[src/rtl/modn_step_arbiter.sv]
// Two-requester round-robin arbiter that sequences runs of up/down steps
// on one shared mod-N position counter.
module modn_step_arbiter #(
  parameter int N     = 6,
  parameter int WIDTH = 3,
  parameter int LEN_W = 4
) (
  input  logic               clk,
  input  logic               rst,
  input  logic [1:0]         req_valid,
  input  logic [1:0]         req_dir,
  input  logic [2*LEN_W-1:0] req_len,
  input  logic               pause,
  output logic [1:0]         req_ack,
  output logic [1:0]         req_done,
  output logic               busy,
  output logic               owner,
  output logic [WIDTH-1:0]   pos,
  output logic               step,
  output logic               wrap
);

  typedef enum logic [1:0] {
    S_IDLE = 2'd0,
    S_RUN  = 2'd1,
    S_DONE = 2'd2
  } state_t;

  localparam logic [WIDTH-1:0] POS_MAX = WIDTH'(N - 1);

  state_t             state_q, state_d;
  logic [WIDTH-1:0]   pos_q, pos_d;
  logic               owner_q, owner_d;
  logic               last_owner_q, last_owner_d;
  logic               dir_q, dir_d;
  logic [LEN_W-1:0]   rem_q, rem_d;
  logic [1:0]         ack_q, ack_d;
  logic [1:0]         done_q, done_d;
  logic               step_q, step_d;
  logic               wrap_q, wrap_d;

  // Per-requester view of the packed length bus.
  logic [LEN_W-1:0]   len_arr [2];

  genvar gi;
  generate
    for (gi = 0; gi < 2; gi++) begin : g_len
      assign len_arr[gi] = req_len[gi*LEN_W +: LEN_W];
    end
  endgenerate

  // Neighbouring positions computed without modulo or underflow.
  logic [WIDTH-1:0] pos_up, pos_dn;
  assign pos_up = (pos_q == POS_MAX) ? '0 : pos_q + WIDTH'(1);
  assign pos_dn = (pos_q == '0) ? POS_MAX : pos_q - WIDTH'(1);

  logic grant;

  // Next-state, arbitration and stepping; pulses default low every cycle.
  always_comb begin
    state_d      = state_q;
    pos_d        = pos_q;
    owner_d      = owner_q;
    last_owner_d = last_owner_q;
    dir_d        = dir_q;
    rem_d        = rem_q;
    ack_d        = '0;
    done_d       = '0;
    step_d       = 1'b0;
    wrap_d       = 1'b0;
    grant        = 1'b0;
    case (state_q)
      S_IDLE: begin
        if (|req_valid) begin
          // When both ask, the one that did not go last wins.
          grant        = (req_valid == 2'b11) ? ~last_owner_q : req_valid[1];
          owner_d      = grant;
          dir_d        = req_dir[grant];
          rem_d        = len_arr[grant];
          ack_d[grant] = 1'b1;
          if (len_arr[grant] == '0) begin
            // Zero-length run: done is registered together with ack.
            state_d       = S_DONE;
            done_d[grant] = 1'b1;
          end else begin
            state_d = S_RUN;
          end
        end
      end
      S_RUN: begin
        if (!pause) begin
          pos_d  = dir_q ? pos_up : pos_dn;
          wrap_d = dir_q ? (pos_q == POS_MAX) : (pos_q == '0);
          step_d = 1'b1;
          rem_d  = rem_q - LEN_W'(1);
          if (rem_q == LEN_W'(1)) begin
            // Done is raised so it shows in the first DONE cycle.
            state_d         = S_DONE;
            done_d[owner_q] = 1'b1;
          end
        end
      end
      S_DONE: begin
        last_owner_d = owner_q;
        state_d      = S_IDLE;
      end
      default: begin
        state_d = S_IDLE;
      end
    endcase
  end

  // State register; reset aborts any run without a done pulse.
  always_ff @(posedge clk) begin
    if (rst) begin
      state_q      <= S_IDLE;
      pos_q        <= '0;
      owner_q      <= 1'b0;
      last_owner_q <= 1'b1;
      dir_q        <= 1'b0;
      rem_q        <= '0;
      ack_q        <= '0;
      done_q       <= '0;
      step_q       <= 1'b0;
      wrap_q       <= 1'b0;
    end else begin
      state_q      <= state_d;
      pos_q        <= pos_d;
      owner_q      <= owner_d;
      last_owner_q <= last_owner_d;
      dir_q        <= dir_d;
      rem_q        <= rem_d;
      ack_q        <= ack_d;
      done_q       <= done_d;
      step_q       <= step_d;
      wrap_q       <= wrap_d;
    end
  end

  assign req_ack  = ack_q;
  assign req_done = done_q;
  assign busy     = (state_q != S_IDLE);
  assign owner    = owner_q;
  assign pos      = pos_q;
  assign step     = step_q;
  assign wrap     = wrap_q;

endmodule

[config.mk]
export PLATFORM = sky130hd
export DESIGN_NAME = modn_step_arbiter
export DESIGN_NICKNAME = d
export VERILOG_FILES = /design/src/rtl/modn_step_arbiter.sv
export SDC_FILE = /design/constraint.sdc
export NUM_CORES = 1
export LEC_CHECK = 0
export ABC_AREA = 1
export ABC_CLOCK_PERIOD_IN_PS = 1050
export CORE_ASPECT_RATIO = 0.7
export CORE_MARGIN = 2
export CORE_UTILIZATION = 33
export CTS_CLUSTER_SIZE = 12
export DETAILED_ROUTE_END_ITERATION = 10
export GPL_ROUTABILITY_DRIVEN = 0
export HOLD_SLACK_MARGIN = 0.08
export PLACE_DENSITY = 0.72
export SLEW_MARGIN = 25
export SYNTH_ARGS = -nofsm -noshare
export SYNTH_HDL_FRONTEND = slang
export SYNTH_SLANG_ARGS = --single-unit
[constraint.sdc]
create_clock -name clk -period 1.05 [get_ports clk]
set_input_delay 0.1575 -clock clk [delete_from_list [all_inputs] [get_ports clk]]
set_output_delay 0.1575 -clock clk [all_outputs]
set_load 0.03 [all_outputs]
==> Implementation_results.wiki, run 1 <==
{| class="wikitable"
! Metric !! Value
|-
| Final core occ || 0.589
|-
| Count of endpoints failing setup in the final report || 14
|-
| Placement Rows || 16
|-
| Detailed-routing iteration count for the pre-antenna-repair pass || 4
|-
| Pin count of the biggest net entering global routing || 12
|-
| Number of antenna violations at the first check in global routing || 0
|-
| Clock Skew || 4.63 ps
|-
| Skew-Pair Late Insertion Delay || 250 ps
|-
| Avg WL per Cell || 13.3 um
|-
| Number of nets produced by synthesis || 157
|-
| Area share of and/or/nand/nor cells after synthesis || 0.337
|-
| Slew margin rel. || 0.778
|-
| Fin. max-slew vios || 0
|-
| Peak per-stage delay on the critical path || 370 ps
|-
| Average via count per standard cell || 5.06
|-
| Path type of the worst setup path || flop to flop
|-
| Post-CTS clock slew at the launch and capture registers of the worst setup and hold paths || 70 ps
|-
| Final WL || 2.99 mm
|-
| Syn Std Cell Area || 983 sq um
|-
| Via count of the first global-routing pass || 1003
|-
| Synth warnings || 0
|-
| Starting density of the core || 0.348
|-
| Die outline area || 3440 sq um
|-
| Final hold violation count || 0
|-
| GR Util All Layers || 0.153
|-
| Data required time at the worst endpoint || 1240 ps
|-
| Post-DRT Antenna Nets || 0
|-
| Layout cell share with drive strength beyond 1 || 0.476
|-
| Core Footprint || 2820 sq um
|-
| Sequential area share after synthesis || 0.366
|-
| Sum of overflow across all layers after global routing || 0
|-
| Period minus WS final || 1180 ps
|-
| Root Buffer || sky130_fd_sc_hd__clkbuf_8
|-
| Final period utilization || 1.12
|-
| Crit path capture type || flop
|-
| Wire length of the first global-routing pass || 4.26 mm
|-
| Leak || 0.741 nW
|-
| Number of distinct standard cells referenced by the synthesized netlist || 24
|-
| Combined buffer and inverter count along the critical path || 0
|-
| Layout Nets || 208
|-
| Class of the tightest hold or removal check || input port to flop
|-
| TritonCTS clock tree || built
|-
| Half-perimeter wire length after placement || 1.94 mm
|-
| Average cell area after synthesis || 7.08 sq um
|-
| FMAX || 0.849 GHz
|-
| Top-level port count || 26
|-
| Status || finished, violations left
|-
| Adder-Cell Fraction of Synth Area || 0.0382
|-
| Slew at the pin with the worst max-slew slack || 333 ps
|-
| Cell with the largest stage delay on the worst path || sky130_fd_sc_hd__dfxtp_4
|-
| Flip-flop and latch count after synthesis || 18
|-
| Reported max-cap violation count || 0
|-
| # port buffers || 25
|-
| Main combinational cell family by area after synthesis || simple AND/OR/NAND/NOR gates
|-
| DRC || 0
|-
| Delay-heaviest family, CP || compound AO/OA/AOI/OAI gates
|-
| Die Width || 69.3 um
|-
| Cell Chain, Critical Path || nor2_4 -> o21ai_2 -> a21oi_2 -> nand3_2 -> a21oi_2
|-
| Num Clock Sinks || 18
|-
| Number of CTS-inserted buffers || 3
|-
| Share of synthesized area spent on multiplexers || 0
|-
| Hold_buf cts || 0
|-
| Cell repeated most along the worst path || sky130_fd_sc_hd__a21oi_2
|-
| Initial detailed-routing violation count || 67
|-
| Count of mapped cells out of synthesis || 139
|-
| Worst-case clock buffer depth || 2
|-
| Post-route non-filler standard cell count || 225
|-
| Total power density per cell area || 2130 nW/um^2
|-
| Placed instance count || 214
|-
| Via count || 1138
|-
| Synthesized-area fraction occupied by xor and xnor cells || 0.00891
|-
| Synthesis-to-layout area growth || 69.0%
|-
| Failing checks || negative setup slack
|-
| Vertical die dimension || 49.7 um
|-
| Worst supply voltage drop on vdd || 0.797 mV
|-
| WP data arrival || 1360 ps
|-
| Final worst-path setup slack || -128 ps
|-
| Diode count || 0
|-
| Synth Area in Compound Gates || 0.156
|-
| Max FO, Critical Path || 4
|-
| H-tree lvl count || 1
|-
| Critical path launch point type || flop
|-
| Unrepaired setup endpoints after global routing || yes
|}
-- metrics by stage --
step	TNS (ps)	instance area (sq um)	hold WS, ps	total power [mW]	setup slack (ps)
6_report	-1030	1660	497	3.54	-128
2_1_floorplan	0	998	319	1.97	1.04
3_5_place_dp	-6400	1370	527	2.54	-553
5_1_grt	-1750	1660	523	3.76	-199
3_3_place_gp	-5850	1370	515	2.50	-490
4_1_cts	-548	1510	504	3.20	-81.7
-- worst min-delay path, delay by kind of cell --
kind / cells / cell delay, ps
buffers and inverters: 1 / 340
AO/OA/AOI/OAI: 1 / 70
AND/OR/NAND/NOR: 1 / 140
-- final cells by class --
cell class,instances,area [sq um]
clock buffer,3,41.3
clock inverter,1,3.75
fill,224,1160
inverter,19,82.6
multi-input combinational,99,672
sequential,18,382
tap,36,45.0
timing repair buffer,49,435
-- cells in the mapped netlist, drive strengths merged --
cell type / number / area share
a31oi: 4 / 0.025
o211ai: 1 / 0.0076
ha: 3 / 0.038
buf: 2 / 0.017
dfxtp: 18 / 0.37
nand3: 18 / 0.092
inv: 19 / 0.073
o21a: 2 / 0.015
a21oi: 8 / 0.045
nor3: 3 / 0.015
o21ai: 11 / 0.064
nor2: 16 / 0.074
xor2: 1 / 0.0089
nand3b: 1 / 0.0076
nand2: 31 / 0.15
clkbuf: 1 / 0.0038
-- power by group --
part	switching [mW]	leakage, nW	internal, mW
Clock	0.224	0.0231	0.260
Combinational	1.13	0.567	0.883
Sequential	0.166	0.151	0.878
-- cell usage in the layout (no fill, tap or decap), types with 6 or more instances in the layout --
| cell | instances |
|---|---|
| sky130_fd_sc_hd__nor2_1 | 7 |
| sky130_fd_sc_hd__nor2_4 | 6 |
| sky130_fd_sc_hd__buf_4 | 28 |
| sky130_fd_sc_hd__nand2_1 | 19 |
| sky130_fd_sc_hd__nand2_2 | 7 |
| sky130_fd_sc_hd__buf_6 | 6 |
| sky130_fd_sc_hd__clkdlybuf4s50_1 | 12 |
| sky130_fd_sc_hd__nand3_1 | 14 |
| sky130_fd_sc_hd__dfxtp_1 | 11 |
| sky130_fd_sc_hd__inv_1 | 11 |
-- worst paths after layout --
check,startpoint,depth (start not counted),to,slack (ps)
worst max-delay path,state_q[0]$_SDFFE_PP0P_,5,req_done[0]$_SDFF_PP0_,-130
worst min-delay path,req_valid[1],3,dir_q$_SDFFE_PP0P_,500
worst max register to register,state_q[0]$_SDFFE_PP0P_,5,req_done[0]$_SDFF_PP0_,-130
worst min register to register,rem_q[1]$_SDFFE_PP0P_,2,rem_q[1]$_SDFFE_PP0P_,530
-- registers in the layout (all words and copies together), names as in the netlist --
signal / count
rem_q: 4
dir_q: 1
state_q: 2
pos: 3
owner: 1
wrap: 1
req_ack: 2
last_owner_q: 1
step: 1
req_done: 2
-- what timing repair did --
action,CTS,global route
pin swaps,10,13
gates resized for setup,29,29
endpoints found under the setup margin,18,17
buffers inserted,2,5
-- logic make-up after synthesis --
group,Yosys count
AO/OA/AOI/OAI,26
adder cells (fa/ha/maj),3
flip-flops,18
buffers and inverters,22
XOR/XNOR,1
AND/OR/NAND/NOR,69
-- metal layers --
layer	vias to the layer above	wire length, um	GRT usage
li1	555	-	-
met5	-	0	0
met1	507	1280	0.204
met4	0	68	0.0556
met2	68	1400	0.248
met3	8	240	0.0266
Power figures use the tool's default switching activity.
==> inputs of run 2 (changes only) <==
CORE_UTILIZATION = 40   (was 33)
PLACE_DENSITY = 0.83   (was 0.72)
==> Implementation_results.wiki, run 2 (synthesis gave the netlist of run 1 again) <==
{| class="wikitable"
! Metric !! Value
|-
| Core Footprint || 2240 sq um
|-
| Max FO, Critical Path || 8
|-
| Layout cell share with drive strength beyond 1 || 0.425
|-
| GR Util All Layers || 0.229
|-
| R2r setup slk || -220 ps
|-
| Initial detailed-routing violation count || 57
|-
| Via count of the first global-routing pass || 1162
|-
| Avg WL per Cell || 14.2 um
|-
| Sum of internal, switching and leakage power || 3.54 mW
|-
| Slew at the pin with the worst max-slew slack || 376 ps
|-
| Data required time at the worst endpoint || 1320 ps
|-
| Worst hold path depth || 3
|-
| Via count || 1163
|-
| Unrepaired setup endpoints after global routing || yes
|-
| Most frequent cells in the layout || 32 x sky130_fd_sc_hd__buf_4, 21 x sky130_fd_sc_hd__nand2_1, 18 x sky130_fd_sc_hd__nand3_1
|-
| DRC || 0
|-
| Starting density of the core || 0.439
|-
| Slew margin rel. || 0.749
|-
| Num Clock Sinks || 18
|-
| Skew-Pair Late Insertion Delay || 310 ps
|-
| Crit path capture type || flop
|-
| Setup TNS || -2460 ps
|-
| Leak || 0.748 nW
|-
| Register with the highest flop count || rem_q
|-
| Critical path launch point type || flop
|-
| Critical hold path startpoint || req_dir[1]
|-
| Reg2Reg Depth || 8
|-
| Status || finished, violations left
|-
| Average via count per standard cell || 5.17
|-
| Die outline area || 2880 sq um
|-
| Pin count of the biggest net entering global routing || 12
|-
| Cell Chain, Critical Path || buf_12 -> nor2_4 -> nand2_4 -> nand2_8 -> o21ai_2 -> a21oi_1 -> nand2_1 -> inv_1
|-
| Final hold violation count || 0
|-
| Synthesis-to-layout area growth || 63.9%
|-
| Count of endpoints failing setup in the final report || 19
|-
| Post-DRT Antenna Nets || 0
|-
| Worst-case clock buffer depth || 2
|-
| Vertical die dimension || 45.5 um
|-
| TritonCTS clock tree || built
|-
| Diode count || 0
|-
| Worst hold-check slack || 429 ps
|-
| Number of CTS-inserted buffers || 3
|-
| Fin. max-slew vios || 0
|-
| Final worst-path setup slack || -223 ps
|-
| Path type of the worst setup path || flop to flop
|-
| Period minus WS final || 1270 ps
|-
| Number of antenna violations at the first check in global routing || 0
|-
| Total power density per cell area || 2200 nW/um^2
|-
| Cell with the largest stage delay on the worst path || sky130_fd_sc_hd__dfxtp_4
|-
| Final period utilization || 1.21
|-
| H-tree lvl count || 1
|-
| Hold_buf cts || 0
|-
| FMAX || 0.785 GHz
|-
| Root Buffer || sky130_fd_sc_hd__clkbuf_4
|-
| Half-perimeter wire length after placement || 1.97 mm
|-
| Detailed-routing iteration count for the pre-antenna-repair pass || 4
|-
| Failing checks || negative setup slack
|-
| Endpoint of the worst register-to-register path || rem_q[2]$_SDFFE_PP0P_
|-
| Reg-to-Reg Start || state_q[1]$_SDFFE_PP0P_
|-
| Layout Nets || 212
|-
| Max reg flops || 4
|-
| Reported max-cap violation count || 0
|-
| Placement Rows || 14
|-
| Sum of overflow across all layers after global routing || 0
|-
| Peak per-stage delay on the critical path || 390 ps
|-
| Post-CTS clock slew at the launch and capture registers of the worst setup and hold paths || 110 ps
|-
| Wire length of the first global-routing pass || 4.97 mm
|-
| Clock Skew || 1.53 ps
|-
| Final WL || 3.21 mm
|-
| # port buffers || 25
|-
| Die Width || 63.3 um
|-
| WP data arrival || 1540 ps
|-
| Commonest non-fill, non-tap cell in the layout || sky130_fd_sc_hd__buf_4
|-
| Endpoint of the worst hold-timing path || dir_q$_SDFFE_PP0P_
|-
| Class of the tightest hold or removal check || input port to flop
|-
| Worst supply voltage drop on vdd || 1.32 mV
|-
| Top-level port count || 26
|}
-- run 2: cell count changes in the layout (fill, tap and decap cells not counted), moves of 2 or more --
cell | previous run | this run
sky130_fd_sc_hd__a21oi_2 | 5 | 0
sky130_fd_sc_hd__a21oi_1 | 3 | 7
sky130_fd_sc_hd__buf_4 | 28 | 32
sky130_fd_sc_hd__clkbuf_8 | 3 | 0
sky130_fd_sc_hd__nor2_4 | 6 | 4
sky130_fd_sc_hd__nand3_1 | 14 | 18
sky130_fd_sc_hd__nor2_2 | 3 | 5
sky130_fd_sc_hd__inv_1 | 11 | 13
sky130_fd_sc_hd__nand2_4 | 5 | 3
sky130_fd_sc_hd__nand3_2 | 4 | 0
sky130_fd_sc_hd__nand2_1 | 19 | 21
sky130_fd_sc_hd__clkbuf_4 | 0 | 3
-- run 2: layer usage --
layer	track usage	vias to the layer above	part of all wire
met5	0	-	0
met3	0.0866	15	0.076
li1	-	563	-
met1	0.227	534	0.40
met4	0.109	0	0.028
met2	0.440	51	0.50
-- run 2: report_power, final --
part | switching, mW | internal [mW] | total [mW] | leakage, nW
logic | 1.15 | 0.965 | 2.12 | 0.581
clock network | 0.249 | 0.139 | 0.388 | 0.0154
registers | 0.159 | 0.877 | 1.04 | 0.152
-- run 2: worst max-delay path by stage --
stage                       startpoint                    end  slack (ps)  cells after the start
2_1_floorplan      pos[2]$_SDFFE_PP0P_    pos[2]$_SDFFE_PP0P_           1                      5
3_3_place_gp              req_valid[1]  rem_q[3]$_SDFFE_PP0P_        -490                      7
3_5_place_dp              req_valid[1]  rem_q[3]$_SDFFE_PP0P_        -570                      7
4_1_cts        state_q[1]$_SDFFE_PP0P_  rem_q[2]$_SDFFE_PP0P_        -140                      8
5_1_grt        state_q[1]$_SDFFE_PP0P_    pos[1]$_SDFFE_PP0P_        -280                      6
6_report       state_q[1]$_SDFFE_PP0P_  rem_q[2]$_SDFFE_PP0P_        -220                      8
-- run 2: cell type report --
type / instances / area (sq um)
Sequential cell: 18 / 383
Multi-Input combinational cell: 99 / 623
Fill cell: 188 / 631
Inverter: 19 / 73.8
Clock inverter: 1 / 3.75
Tap cell: 32 / 40.0
Timing Repair Buffer: 53 / 465
Clock buffer: 3 / 22.5
-- run 2: per-stage QoR --
stage	cell area (sq um)	setup WS (ps)	utilization	cells
floorplan	998	1.04	-	139
global placement	1350	-492	0.604	208
detailed placement	1350	-574	0.604	208
CTS	1510	-137	0.673	221
global route	1610	-281	0.719	225
finish	1610	-223	0.719	225
-- run 2: worst max-delay path, delay by kind of cell (launching register included) --
kind / cells / cell delay [ps]
AOI/OAI and AO/OA: 2 / 180
buffers and inverters: 2 / 180
DFF: 1 / 390
and+or+nand+nor: 4 / 480
-- run 2: what timing repair did --
action | 4_1_cts | 5_1_grt
pin swaps | 6 | 2
endpoints found under the setup margin | 18 | 22
setup buffers | 9 | 4
gates resized for setup | 22 | 24
==> inputs of run 3 (changes only) <==
PLACE_DENSITY = 0.78   (was 0.83)
==> Implementation_results.wiki, run 3 (synthesis gave the netlist of run 1 again) <==
{| class="wikitable"
! Metric !! Value
|-
| R2r setup slk || -130 ps
|-
| Worst hold-check slack || 453 ps
|-
| TritonCTS clock tree || built
|-
| Post-DRT Antenna Nets || 0
|-
| Avg WL per Cell || 13.1 um
|-
| Setup TNS || -1210 ps
|-
| Top-level port count || 26
|-
| Skew-Pair Late Insertion Delay || 300 ps
|-
| Critical path launch point type || flop
|-
| Half-perimeter wire length after placement || 1.89 mm
|-
| DRC || 0
|-
| Reg2Reg Depth || 8
|-
| Post-route non-filler standard cell count || 221
|-
| Unrepaired setup endpoints after global routing || yes
|-
| Count of endpoints failing setup in the final report || 16
|-
| Layout cell share with drive strength beyond 1 || 0.466
|-
| Register with the highest flop count || rem_q
|-
| Average via count per standard cell || 5.21
|-
| Via count of the first global-routing pass || 1007
|-
| Fin. max-slew vios || 0
|-
| Max FO, Critical Path || 3
|-
| Path type of the worst setup path || flop to output pin
|-
| Most frequent cells in the layout || 28 x sky130_fd_sc_hd__buf_4, 18 x sky130_fd_sc_hd__nand2_1, 14 x sky130_fd_sc_hd__nand3_1
|-
| Placed instance count || 208
|-
| Worst supply voltage drop on vdd || 1.03 mV
|-
| Worst hold path depth || 3
|-
| Period minus WS final || 1200 ps
|-
| Final period utilization || 1.14
|-
| Num Clock Sinks || 18
|-
| Total power density per cell area || 2120 nW/um^2
|-
| Root Buffer || sky130_fd_sc_hd__clkbuf_4
|-
| Layout Nets || 208
|-
| Leak || 0.729 nW
|-
| Post-detailed-placement cell area || 1350 sq um
|-
| Slew margin rel. || 0.702
|-
| Sum of internal, switching and leakage power || 3.48 mW
|-
| Die Width || 63.3 um
|-
| Final WL || 2.90 mm
|-
| Final core occ || 0.731
|-
| Reported max-cap violation count || 0
|-
| Cell with the largest stage delay on the worst path || sky130_fd_sc_hd__dfxtp_4
|-
| Final hold violation count || 0
|-
| WP data arrival || 1040 ps
|-
| Via count || 1152
|-
| Wire length of the first global-routing pass || 4.50 mm
|-
| Detailed-routing iteration count for the pre-antenna-repair pass || 4
|-
| Worst-case clock buffer depth || 2
|-
| Final worst-path setup slack || -150 ps
|-
| Number of antenna violations at the first check in global routing || 0
|-
| Crit path capture type || output pin
|-
| Critical Path Start || state_q[1]$_SDFFE_PP0P_
|-
| Synthesis-to-layout area growth || 66.7%
|-
| Cell Chain, Critical Path || nor2_4 -> inv_2 -> buf_6
|-
| Post-CTS clock slew at the launch and capture registers of the worst setup and hold paths || 110 ps
|-
| Reg-to-Reg Start || state_q[0]$_SDFFE_PP0P_
|-
| H-tree lvl count || 1
|-
| Status || finished, violations left
|-
| Diode count || 0
|-
| Placement Rows || 14
|-
| Endpoint of the worst register-to-register path || rem_q[2]$_SDFFE_PP0P_
|-
| Initial detailed-routing violation count || 90
|-
| Peak per-stage delay on the critical path || 390 ps
|-
| Starting density of the core || 0.439
|-
| Data required time at the worst endpoint || 890 ps
|-
| Fillers || 179
|-
| Sum of overflow across all layers after global routing || 0
|-
| Slew at the pin with the worst max-slew slack || 446 ps
|-
| Failing checks || negative setup slack
|-
| GR Util All Layers || 0.208
|-
| Max reg flops || 4
|-
| Core Footprint || 2240 sq um
|-
| Pin count of the biggest net entering global routing || 12
|-
| Class of the tightest hold or removal check || input port to flop
|-
| Final cell area excluding filler cells || 1640 sq um
|-
| Number of CTS-inserted buffers || 3
|-
| Commonest non-fill, non-tap cell in the layout || sky130_fd_sc_hd__buf_4
|-
| Worst setup path endpoint || busy
|-
| FMAX || 0.833 GHz
|-
| Die outline area || 2880 sq um
|-
| Vertical die dimension || 45.5 um
|-
| Clock Skew || 3.04 ps
|-
| # port buffers || 25
|-
| Minimum setup slack after placement || -528 ps
|}
[run 3: changes by cell type in the layout (fill, tap and decap cells not counted), moves of 2 or more]
cell / before / now
sky130_fd_sc_hd__nand2_1: 21 / 18
sky130_fd_sc_hd__o21ai_0: 3 / 5
sky130_fd_sc_hd__nand3_2: 0 / 4
sky130_fd_sc_hd__nand2_4: 3 / 7
sky130_fd_sc_hd__a21oi_1: 7 / 3
sky130_fd_sc_hd__o21ai_2: 4 / 1
sky130_fd_sc_hd__a21oi_2: 0 / 4
sky130_fd_sc_hd__buf_4: 32 / 28
sky130_fd_sc_hd__nand3_1: 18 / 14
[run 3: worst min-delay path by stage]
stage,start,to,slack (ps)
floorplan,req_dir[0],dir_q$_SDFFE_PP0P_,320
global placement,last_owner_q$_SDFFE_PP1N_,last_owner_q$_SDFFE_PP1N_,520
detailed placement,last_owner_q$_SDFFE_PP1N_,last_owner_q$_SDFFE_PP1N_,510
CTS,req_dir[0],dir_q$_SDFFE_PP0P_,420
global route,req_dir[0],dir_q$_SDFFE_PP0P_,450
finish,req_dir[0],dir_q$_SDFFE_PP0P_,450
[run 3: power by group]
part,switching [mW],internal (mW)
Sequential,0.180,0.883
Combinational,1.11,0.929
Clock,0.232,0.139
[run 3: layer usage]
metal | GRT usage | vias to the layer above | wire, um
met5 | 0 | - | 0
met4 | 0.0391 | 0 | 12
met3 | 0.0594 | 3 | 252
met2 | 0.387 | 67 | 1410
met1 | 0.247 | 526 | 1220
li1 | - | 556 | -
[run 3: critical path, delay by kind of cell, from the launching register on]
| kind | cells | cell delay (ps) |
|---|---|---|
| DFF | 1 | 390 |
| buffers and inverters | 2 | 190 |
| and+or+nand+nor | 1 | 150 |
[run 3: what timing repair did]
| action | CTS | global route |
|---|---|---|
| buffers inserted | 6 | 3 |
| hold endpoints to repair | 0 | 0 |
| gates resized for setup | 31 | 30 |
| endpoints found under the setup margin | 18 | 19 |
| pin swaps | 6 | 18 |
| hold buffers | 0 | 0 |
[run 3: layout make-up]
type | count | area [sq um] | area share
multi-input cells | 99 | 686 | 0.418
repair buffers | 49 | 427 | 0.260
flip-flops and latches | 18 | 384 | 0.234
inverters | 19 | 76.3 | 0.0466
well taps | 32 | 40.0 | 0.0244
clock buffers | 3 | 22.5 | 0.0137
clock inverters | 1 | 3.75 | 0.00229
